$ cat src/rtl/tap_pkg.sv
// Shared types and constants for the JTAG TAP controller that fronts the BIST engine.
package tap_pkg;

  localparam int IR_WIDTH  = 4;
  localparam int BSR_WIDTH = 10;
  localparam int RES_WIDTH = 9;

  localparam logic [IR_WIDTH-1:0] OP_SETSTATE   = 4'b0010;
  localparam logic [IR_WIDTH-1:0] OP_GETTEST    = 4'b0011;
  localparam logic [IR_WIDTH-1:0] OP_RUNBIST    = 4'b0100;
  localparam logic [IR_WIDTH-1:0] OP_READRESULT = 4'b0101;
  localparam logic [IR_WIDTH-1:0] OP_BYPASS     = 4'b1111;
  localparam logic [IR_WIDTH-1:0] IR_CAPTURE    = 4'b0001;

  typedef enum logic [3:0] {
    ST_TLR      = 4'h0,
    ST_RTI      = 4'h1,
    ST_SEL_DR   = 4'h2,
    ST_CAP_DR   = 4'h3,
    ST_SHIFT_DR = 4'h4,
    ST_EXIT1_DR = 4'h5,
    ST_PAUSE_DR = 4'h6,
    ST_EXIT2_DR = 4'h7,
    ST_UPD_DR   = 4'h8,
    ST_SEL_IR   = 4'h9,
    ST_CAP_IR   = 4'hA,
    ST_SHIFT_IR = 4'hB,
    ST_EXIT1_IR = 4'hC,
    ST_PAUSE_IR = 4'hD,
    ST_EXIT2_IR = 4'hE,
    ST_UPD_IR   = 4'hF
  } tap_state_t;

  typedef enum logic [1:0] {
    DR_BYPASS = 2'd0,
    DR_BSR    = 2'd1,
    DR_RESULT = 2'd2
  } dr_sel_t;

  // Unlisted opcodes fall through to the bypass register.
  function automatic dr_sel_t dr_select(input logic [IR_WIDTH-1:0] instr);
    case (instr)
      OP_SETSTATE, OP_GETTEST: return DR_BSR;
      OP_READRESULT:           return DR_RESULT;
      default:                 return DR_BYPASS;
    endcase
  endfunction

endpackage

$ cat src/rtl/tap_fsm.sv
// 16-state IEEE 1149.1 TAP state machine with one-hot decodes of the states the datapath cares about.
module tap_fsm
  import tap_pkg::*;
(
  input  logic       i_tck,
  input  logic       i_trst_n,
  input  logic       i_tms,
  output logic [3:0] o_state,
  output logic       o_tlr,
  output logic       o_cap_dr,
  output logic       o_shift_dr,
  output logic       o_upd_dr,
  output logic       o_cap_ir,
  output logic       o_shift_ir,
  output logic       o_upd_ir
);

  tap_state_t r_state;
  tap_state_t w_next;

  always_ff @(posedge i_tck or negedge i_trst_n) begin
    if (!i_trst_n) r_state <= ST_TLR;
    else           r_state <= w_next;
  end

  always_comb begin
    w_next = r_state;
    case (r_state)
      ST_TLR:      w_next = i_tms ? ST_TLR      : ST_RTI;
      ST_RTI:      w_next = i_tms ? ST_SEL_DR   : ST_RTI;
      ST_SEL_DR:   w_next = i_tms ? ST_SEL_IR   : ST_CAP_DR;
      ST_CAP_DR:   w_next = i_tms ? ST_EXIT1_DR : ST_SHIFT_DR;
      ST_SHIFT_DR: w_next = i_tms ? ST_EXIT1_DR : ST_SHIFT_DR;
      ST_EXIT1_DR: w_next = i_tms ? ST_UPD_DR   : ST_PAUSE_DR;
      ST_PAUSE_DR: w_next = i_tms ? ST_EXIT2_DR : ST_PAUSE_DR;
      ST_EXIT2_DR: w_next = i_tms ? ST_UPD_DR   : ST_SHIFT_DR;
      ST_UPD_DR:   w_next = i_tms ? ST_SEL_DR   : ST_RTI;
      ST_SEL_IR:   w_next = i_tms ? ST_TLR      : ST_CAP_IR;
      ST_CAP_IR:   w_next = i_tms ? ST_EXIT1_IR : ST_SHIFT_IR;
      ST_SHIFT_IR: w_next = i_tms ? ST_EXIT1_IR : ST_SHIFT_IR;
      ST_EXIT1_IR: w_next = i_tms ? ST_UPD_IR   : ST_PAUSE_IR;
      ST_PAUSE_IR: w_next = i_tms ? ST_EXIT2_IR : ST_PAUSE_IR;
      ST_EXIT2_IR: w_next = i_tms ? ST_UPD_IR   : ST_SHIFT_IR;
      ST_UPD_IR:   w_next = i_tms ? ST_SEL_DR   : ST_RTI;
      default:     w_next = ST_TLR;
    endcase
  end

  assign o_state    = r_state;
  assign o_tlr      = (r_state == ST_TLR);
  assign o_cap_dr   = (r_state == ST_CAP_DR);
  assign o_shift_dr = (r_state == ST_SHIFT_DR);
  assign o_upd_dr   = (r_state == ST_UPD_DR);
  assign o_cap_ir   = (r_state == ST_CAP_IR);
  assign o_shift_ir = (r_state == ST_SHIFT_IR);
  assign o_upd_ir   = (r_state == ST_UPD_IR);

endmodule

$ cat src/rtl/tap_controller.sv
// JTAG TAP controller: instruction register, BSR/result/bypass data registers and the
// negedge TDO stage that feed and observe the BIST engine.
module tap_controller
  import tap_pkg::*;
(
  input  logic       i_tck,
  input  logic       i_trst_n,
  input  logic       i_tms,
  input  logic       i_tdi,
  output logic       o_tdo,
  output logic       o_tdo_en,
  output logic       o_tlr,
  output logic       o_updatedr,
  output logic       o_runbist_select,
  output logic       o_gettest_select,
  output logic       o_setstate_select,
  output logic [9:0] o_bsr,
  input  logic [7:0] i_bist_data,
  input  logic       i_bist_error
);

  logic [3:0] w_state;
  logic       w_tlr;
  logic       w_cap_dr;
  logic       w_shift_dr;
  logic       w_upd_dr;
  logic       w_cap_ir;
  logic       w_shift_ir;
  logic       w_upd_ir;
  logic       w_shifting;
  logic       w_serial;
  dr_sel_t    w_dr_sel;

  logic [IR_WIDTH-1:0]  r_ir_shift;
  logic [IR_WIDTH-1:0]  r_instr;
  logic [BSR_WIDTH-1:0] r_bsr;
  logic [RES_WIDTH-1:0] r_result;
  logic                 r_bypass;
  logic                 r_tdo;
  logic                 r_tdo_en;

  tap_fsm u_fsm (
    .i_tck      (i_tck),
    .i_trst_n   (i_trst_n),
    .i_tms      (i_tms),
    .o_state    (w_state),
    .o_tlr      (w_tlr),
    .o_cap_dr   (w_cap_dr),
    .o_shift_dr (w_shift_dr),
    .o_upd_dr   (w_upd_dr),
    .o_cap_ir   (w_cap_ir),
    .o_shift_ir (w_shift_ir),
    .o_upd_ir   (w_upd_ir)
  );

  assign w_dr_sel   = dr_select(r_instr);
  assign w_shifting = (w_state == ST_SHIFT_DR) || (w_state == ST_SHIFT_IR);

  always_ff @(posedge i_tck or negedge i_trst_n) begin
    if (!i_trst_n)       r_ir_shift <= '0;
    else if (w_cap_ir)   r_ir_shift <= IR_CAPTURE;
    else if (w_shift_ir) r_ir_shift <= {i_tdi, r_ir_shift[IR_WIDTH-1:1]};
  end

  always_ff @(posedge i_tck or negedge i_trst_n) begin
    if (!i_trst_n)     r_instr <= OP_BYPASS;
    else if (w_tlr)    r_instr <= OP_BYPASS;
    else if (w_upd_ir) r_instr <= r_ir_shift;
  end

  // BSR only moves while it is the selected chain, so other DR scans leave it intact.
  always_ff @(posedge i_tck or negedge i_trst_n) begin
    if (!i_trst_n) begin
      r_bsr <= '0;
    end else if (w_dr_sel == DR_BSR) begin
      if (w_cap_dr)        r_bsr <= '0;
      else if (w_shift_dr) r_bsr <= {i_tdi, r_bsr[BSR_WIDTH-1:1]};
    end
  end

  always_ff @(posedge i_tck or negedge i_trst_n) begin
    if (!i_trst_n) begin
      r_result <= '0;
    end else if (w_dr_sel == DR_RESULT) begin
      if (w_cap_dr)        r_result <= {i_bist_error, i_bist_data};
      else if (w_shift_dr) r_result <= {i_tdi, r_result[RES_WIDTH-1:1]};
    end
  end

  always_ff @(posedge i_tck or negedge i_trst_n) begin
    if (!i_trst_n) begin
      r_bypass <= 1'b0;
    end else if (w_dr_sel == DR_BYPASS) begin
      if (w_cap_dr)        r_bypass <= 1'b0;
      else if (w_shift_dr) r_bypass <= i_tdi;
    end
  end

  always_comb begin
    w_serial = r_bypass;
    if (w_shift_ir) begin
      w_serial = r_ir_shift[0];
    end else begin
      case (w_dr_sel)
        DR_BSR:    w_serial = r_bsr[0];
        DR_RESULT: w_serial = r_result[0];
        default:   w_serial = r_bypass;
      endcase
    end
  end

  // Falling-edge launch gives the external capture a half period of setup.
  always_ff @(negedge i_tck or negedge i_trst_n) begin
    if (!i_trst_n) begin
      r_tdo    <= 1'b0;
      r_tdo_en <= 1'b0;
    end else begin
      r_tdo_en <= w_shifting;
      if (w_shifting) r_tdo <= w_serial;
    end
  end

  assign o_tdo             = r_tdo;
  assign o_tdo_en          = r_tdo_en;
  assign o_tlr             = w_tlr;
  assign o_updatedr        = w_upd_dr;
  assign o_runbist_select  = (r_instr == OP_RUNBIST);
  assign o_gettest_select  = (r_instr == OP_GETTEST);
  assign o_setstate_select = (r_instr == OP_SETSTATE);
  assign o_bsr             = r_bsr;

endmodule

$ cat config.mk
export PLATFORM = sky130hd
export DESIGN_NAME = tap_controller
export DESIGN_NICKNAME = d
export VERILOG_FILES = /design/src/rtl/tap_pkg.sv /design/src/rtl/tap_fsm.sv /design/src/rtl/tap_controller.sv
export SDC_FILE = /design/constraint.sdc
export NUM_CORES = 1
export LEC_CHECK = 0
export ABC_CLOCK_PERIOD_IN_PS = 1800
export BUFFER_PORTS_ARGS = -buffer_cell sky130_fd_sc_hd__buf_2
export CAP_MARGIN = 10
export CELL_PAD_IN_SITES_DETAIL_PLACEMENT = 1
export CELL_PAD_IN_SITES_GLOBAL_PLACEMENT = 1
export CORE_AREA = 8 8 108 71
export DETAILED_ROUTE_END_ITERATION = 7
export DIE_AREA = 0 0 116 79
export GPL_TIMING_DRIVEN = 0
export PLACE_DENSITY = 0.56
export SLEW_MARGIN = 20
export SYNTH_ARGS = -nofsm -noshare
export SYNTH_HDL_FRONTEND = slang
export SYNTH_HIERARCHICAL = 1
export SYNTH_SLANG_ARGS = --single-unit
$ cat constraint.sdc
create_clock -name i_tck -period 1.8 [get_ports i_tck]
set_clock_uncertainty 0.1 [all_clocks]
set_input_delay 0.09 -clock i_tck [delete_from_list [all_inputs] [get_ports i_tck]]
set_output_delay 0.09 -clock i_tck [all_outputs]
set_load 0.02 [all_outputs]
==> reports/summary.txt <==
Sequential share of the synthesized area = 0.490
Synth unique cells = 41
Crit path max-delay family = flip-flops
Mapped Area = 1750 um^2
Antenna cells = 0
Power share of the clock group = 0.177
Area of the multi-input gates = 927 um^2
Pin count of the biggest net entering global routing = 29
Pwr/cell area = 1410 nW/um^2
Final core occ = 0.381
Setup Slack @ Placement = -1150 ps
Clk root buf = clkbuf_8
Core ar. = 6220 um^2
Die width = 116 um
Internal power = 2.05 mW
RSZ-0062 raised after global routing = yes
Slew headroom = 0.600
Power Total = 3.34 mW
Placed Area = 2020 um^2
Hold Vio Cnt, Final = 0
DR pass1 iterations = 4
Slack of the critical path = -936 ps
Leak = 1.04 nW
Net total in the final layout = 247
Max VDD drop = 0.435 mV
WHS = 12.7 ps
Worst-skew pair later-pin latency = 280 ps
Violations in the final reports = negative setup slack
Gate power share = 0.437
Hpwl dp = 3.17 mm
Reg-to-reg slack, setup = -940 ps
Bufs on Longest Clock Path = 2
Antenna-violating nets left = 0
GRT overflow = 0
FFs w/ async S/R, synth = 1.00
Placer Congestion = 0.809
CTS tree = built
Number of antenna violations at the first check in global routing = 0
Switching Share = 0.385
Wire length per cell = 14.6 um
Synth Flop Type = dfrtp_1
WL final = 4.65 mm
Design area = 2370 um^2
Hold Crit Class = input pin to flip-flop
Setup TNS = -3250 ps
Sequential Power Share = 0.385
I/O Pins = 30
Worst-path clk slew = 70 ps
Share of post-route cells with drive strength above 1 = 0.349
Register area = 860 um^2
Detailed-route DRC error count = 0
Critical path arrival = 1870 ps
Via count = 1477
H-tree Lvls = 2
Net Sw Power = 1.29 mW
Req. time, crit path = 940 ps
CP max stage cell = dfstp_2
Yosys reg bits = 34
Final instance count without filler cells = 319
Status = finished, violations left
Cell row count = 23
Most common cell after layout, fill and taps aside = buf_2
CP bufs+invs = 1
Crit start category = flip-flop
Via/cell ratio = 4.63
Die area = 9160 um^2
Cts bufs inserted = 5
Post-synthesis cell count = 182
Synth Warn # = 6
EDFF count, synth = 0
Crit-path cells = and2_4, inv_4, ha_4, a221oi_2, o31ai_2, mux2_4
Number of global-route vias before repair = 1501
Max-cap violation count = 0
Placed cell count = 298
Area growth syn-to-layout = 35.8%
Commonest non-fill, non-tap cells in the layout = buf_2 (28), nand2_1 (26), dfrtp_1 (25), o21ai_0 (20), mux2i_1 (12)
Final Setup Violations = 13
DR iter-0 viols = 43
Post-Syn Nets = 198
Worst-path fanout max = 4
CP Capture Type = flip-flop
Port Buf Inserts = 29
Initial Util = 0.281
WS Path Type = flip-flop to flip-flop
Filler Cells Inserted = 732
Avg Inst Size Synth = 9.59 um^2
Global-route wire length before repair = 7.67 mm
Worst path max stage delay = 580 ps
Max Slew Vio Count = 0
Die Span Y = 79 um
Clk sinks = 34
Worst Max-Slew Pin Slew = 595 ps
Total GRT Usage = 0.106
[worst paths after layout]
path	start	end	cells after the start
min in group asynchronous	i_trst_n	r_instr[1]	2
max	r_instr[1]	o_tdo	6
min	i_bist_error	r_result[8]	3
min reg2reg	r_result[2]	r_result[2]	2
max in group asynchronous	i_trst_n	o_tdo	2
max reg2reg	r_instr[1]	o_tdo	6
[worst reg2reg max path, cell delays in order, from the launching register on]
cell      delay, ps
dfstp_2         580
and2_4          190
inv_4            40
ha_4            160
a221oi_2        260
o31ai_2         110
mux2_4          260
[cell families after synthesis]
kind of cell               Yosys count  share of synthesized area
buffers and inverters               16                     0.0401
DFF                                 34                      0.490
and+or+nand+nor                     72                      0.211
muxes                               13                     0.0774
AOI/OAI and AO/OA                   44                      0.159
adders and majority gates            3                     0.0215
[per-layer routing]
metal | part of all wire | vias up | routed length [um] | track usage
met5 | 0 | - | 0 | 0
met4 | 0.0022 | 0 | 10 | 0.0193
met3 | 0.044 | 2 | 206 | 0.0326
met2 | 0.42 | 24 | 1960 | 0.150
met1 | 0.53 | 721 | 2480 | 0.156
li1 | - | 730 | - | -
[sequential cells by signal, indices dropped and copies added (netlist names)]
signal         cells
o_tdo              1
r_result           9
r_bypass           1
u_fsm/o_state      4
r_ir_shift         4
o_tdo_en           1
o_bsr             10
r_instr            4
[final cells by class]
class                      count  share of cell area
timing repair buffer          42               0.118
clock inverter                 1             0.00211
buffer                        10              0.0327
tap                           87              0.0459
clock buffer                   7              0.0364
sequential                    34               0.363
multi-input combinational    132               0.391
inverter                       6              0.0106
[cell usage after synthesis (2+ instances only)]
cell	instances	area [um^2]
a211o_1	5	43.8
a21oi_1	2	10.0
a221oi_1	2	17.5
buf_2	5	25.0
clkbuf_1	4	15.0
dfrtn_1	2	50.1
dfrtp_1	28	701
dfstp_2	4	105
ha_1	3	37.5
inv_1	5	18.8
mux2i_1	12	120
nand2_1	26	97.6
nand2b_1	11	68.8
nand3_1	3	15.0
nor2_1	12	45.0
nor2b_1	8	50.1
nor3_1	2	10.0
nor4_1	2	12.5
o21a_1	2	15.0
o21ai_0	20	100
o21ai_1	4	20.0
[power groups by stage]
| stage | Clock, mW | Combinational [mW] | Sequential [mW] |
|---|---|---|---|
| floorplan | 0 | 0.846 | 1.27 |
| global placement | 0 | 1.18 | 1.26 |
| detailed placement | 0 | 1.20 | 1.27 |
| CTS | 0.614 | 1.38 | 1.26 |
| global route | 0.644 | 1.62 | 1.33 |
| finish | 0.592 | 1.46 | 1.29 |
[repair_timing]
item | 4_1_cts | 5_1_grt
endpoints found under the hold margin | 31 | 0
gates resized for setup | 23 | 16
hold buffers | 5 | 0
setup endpoints to repair | 33 | 29
pin swaps | 6 | 4
gates cloned | 0 | 0
buffers inserted | 5 | 3
Note: power is estimated with default switching activity, not from simulation.
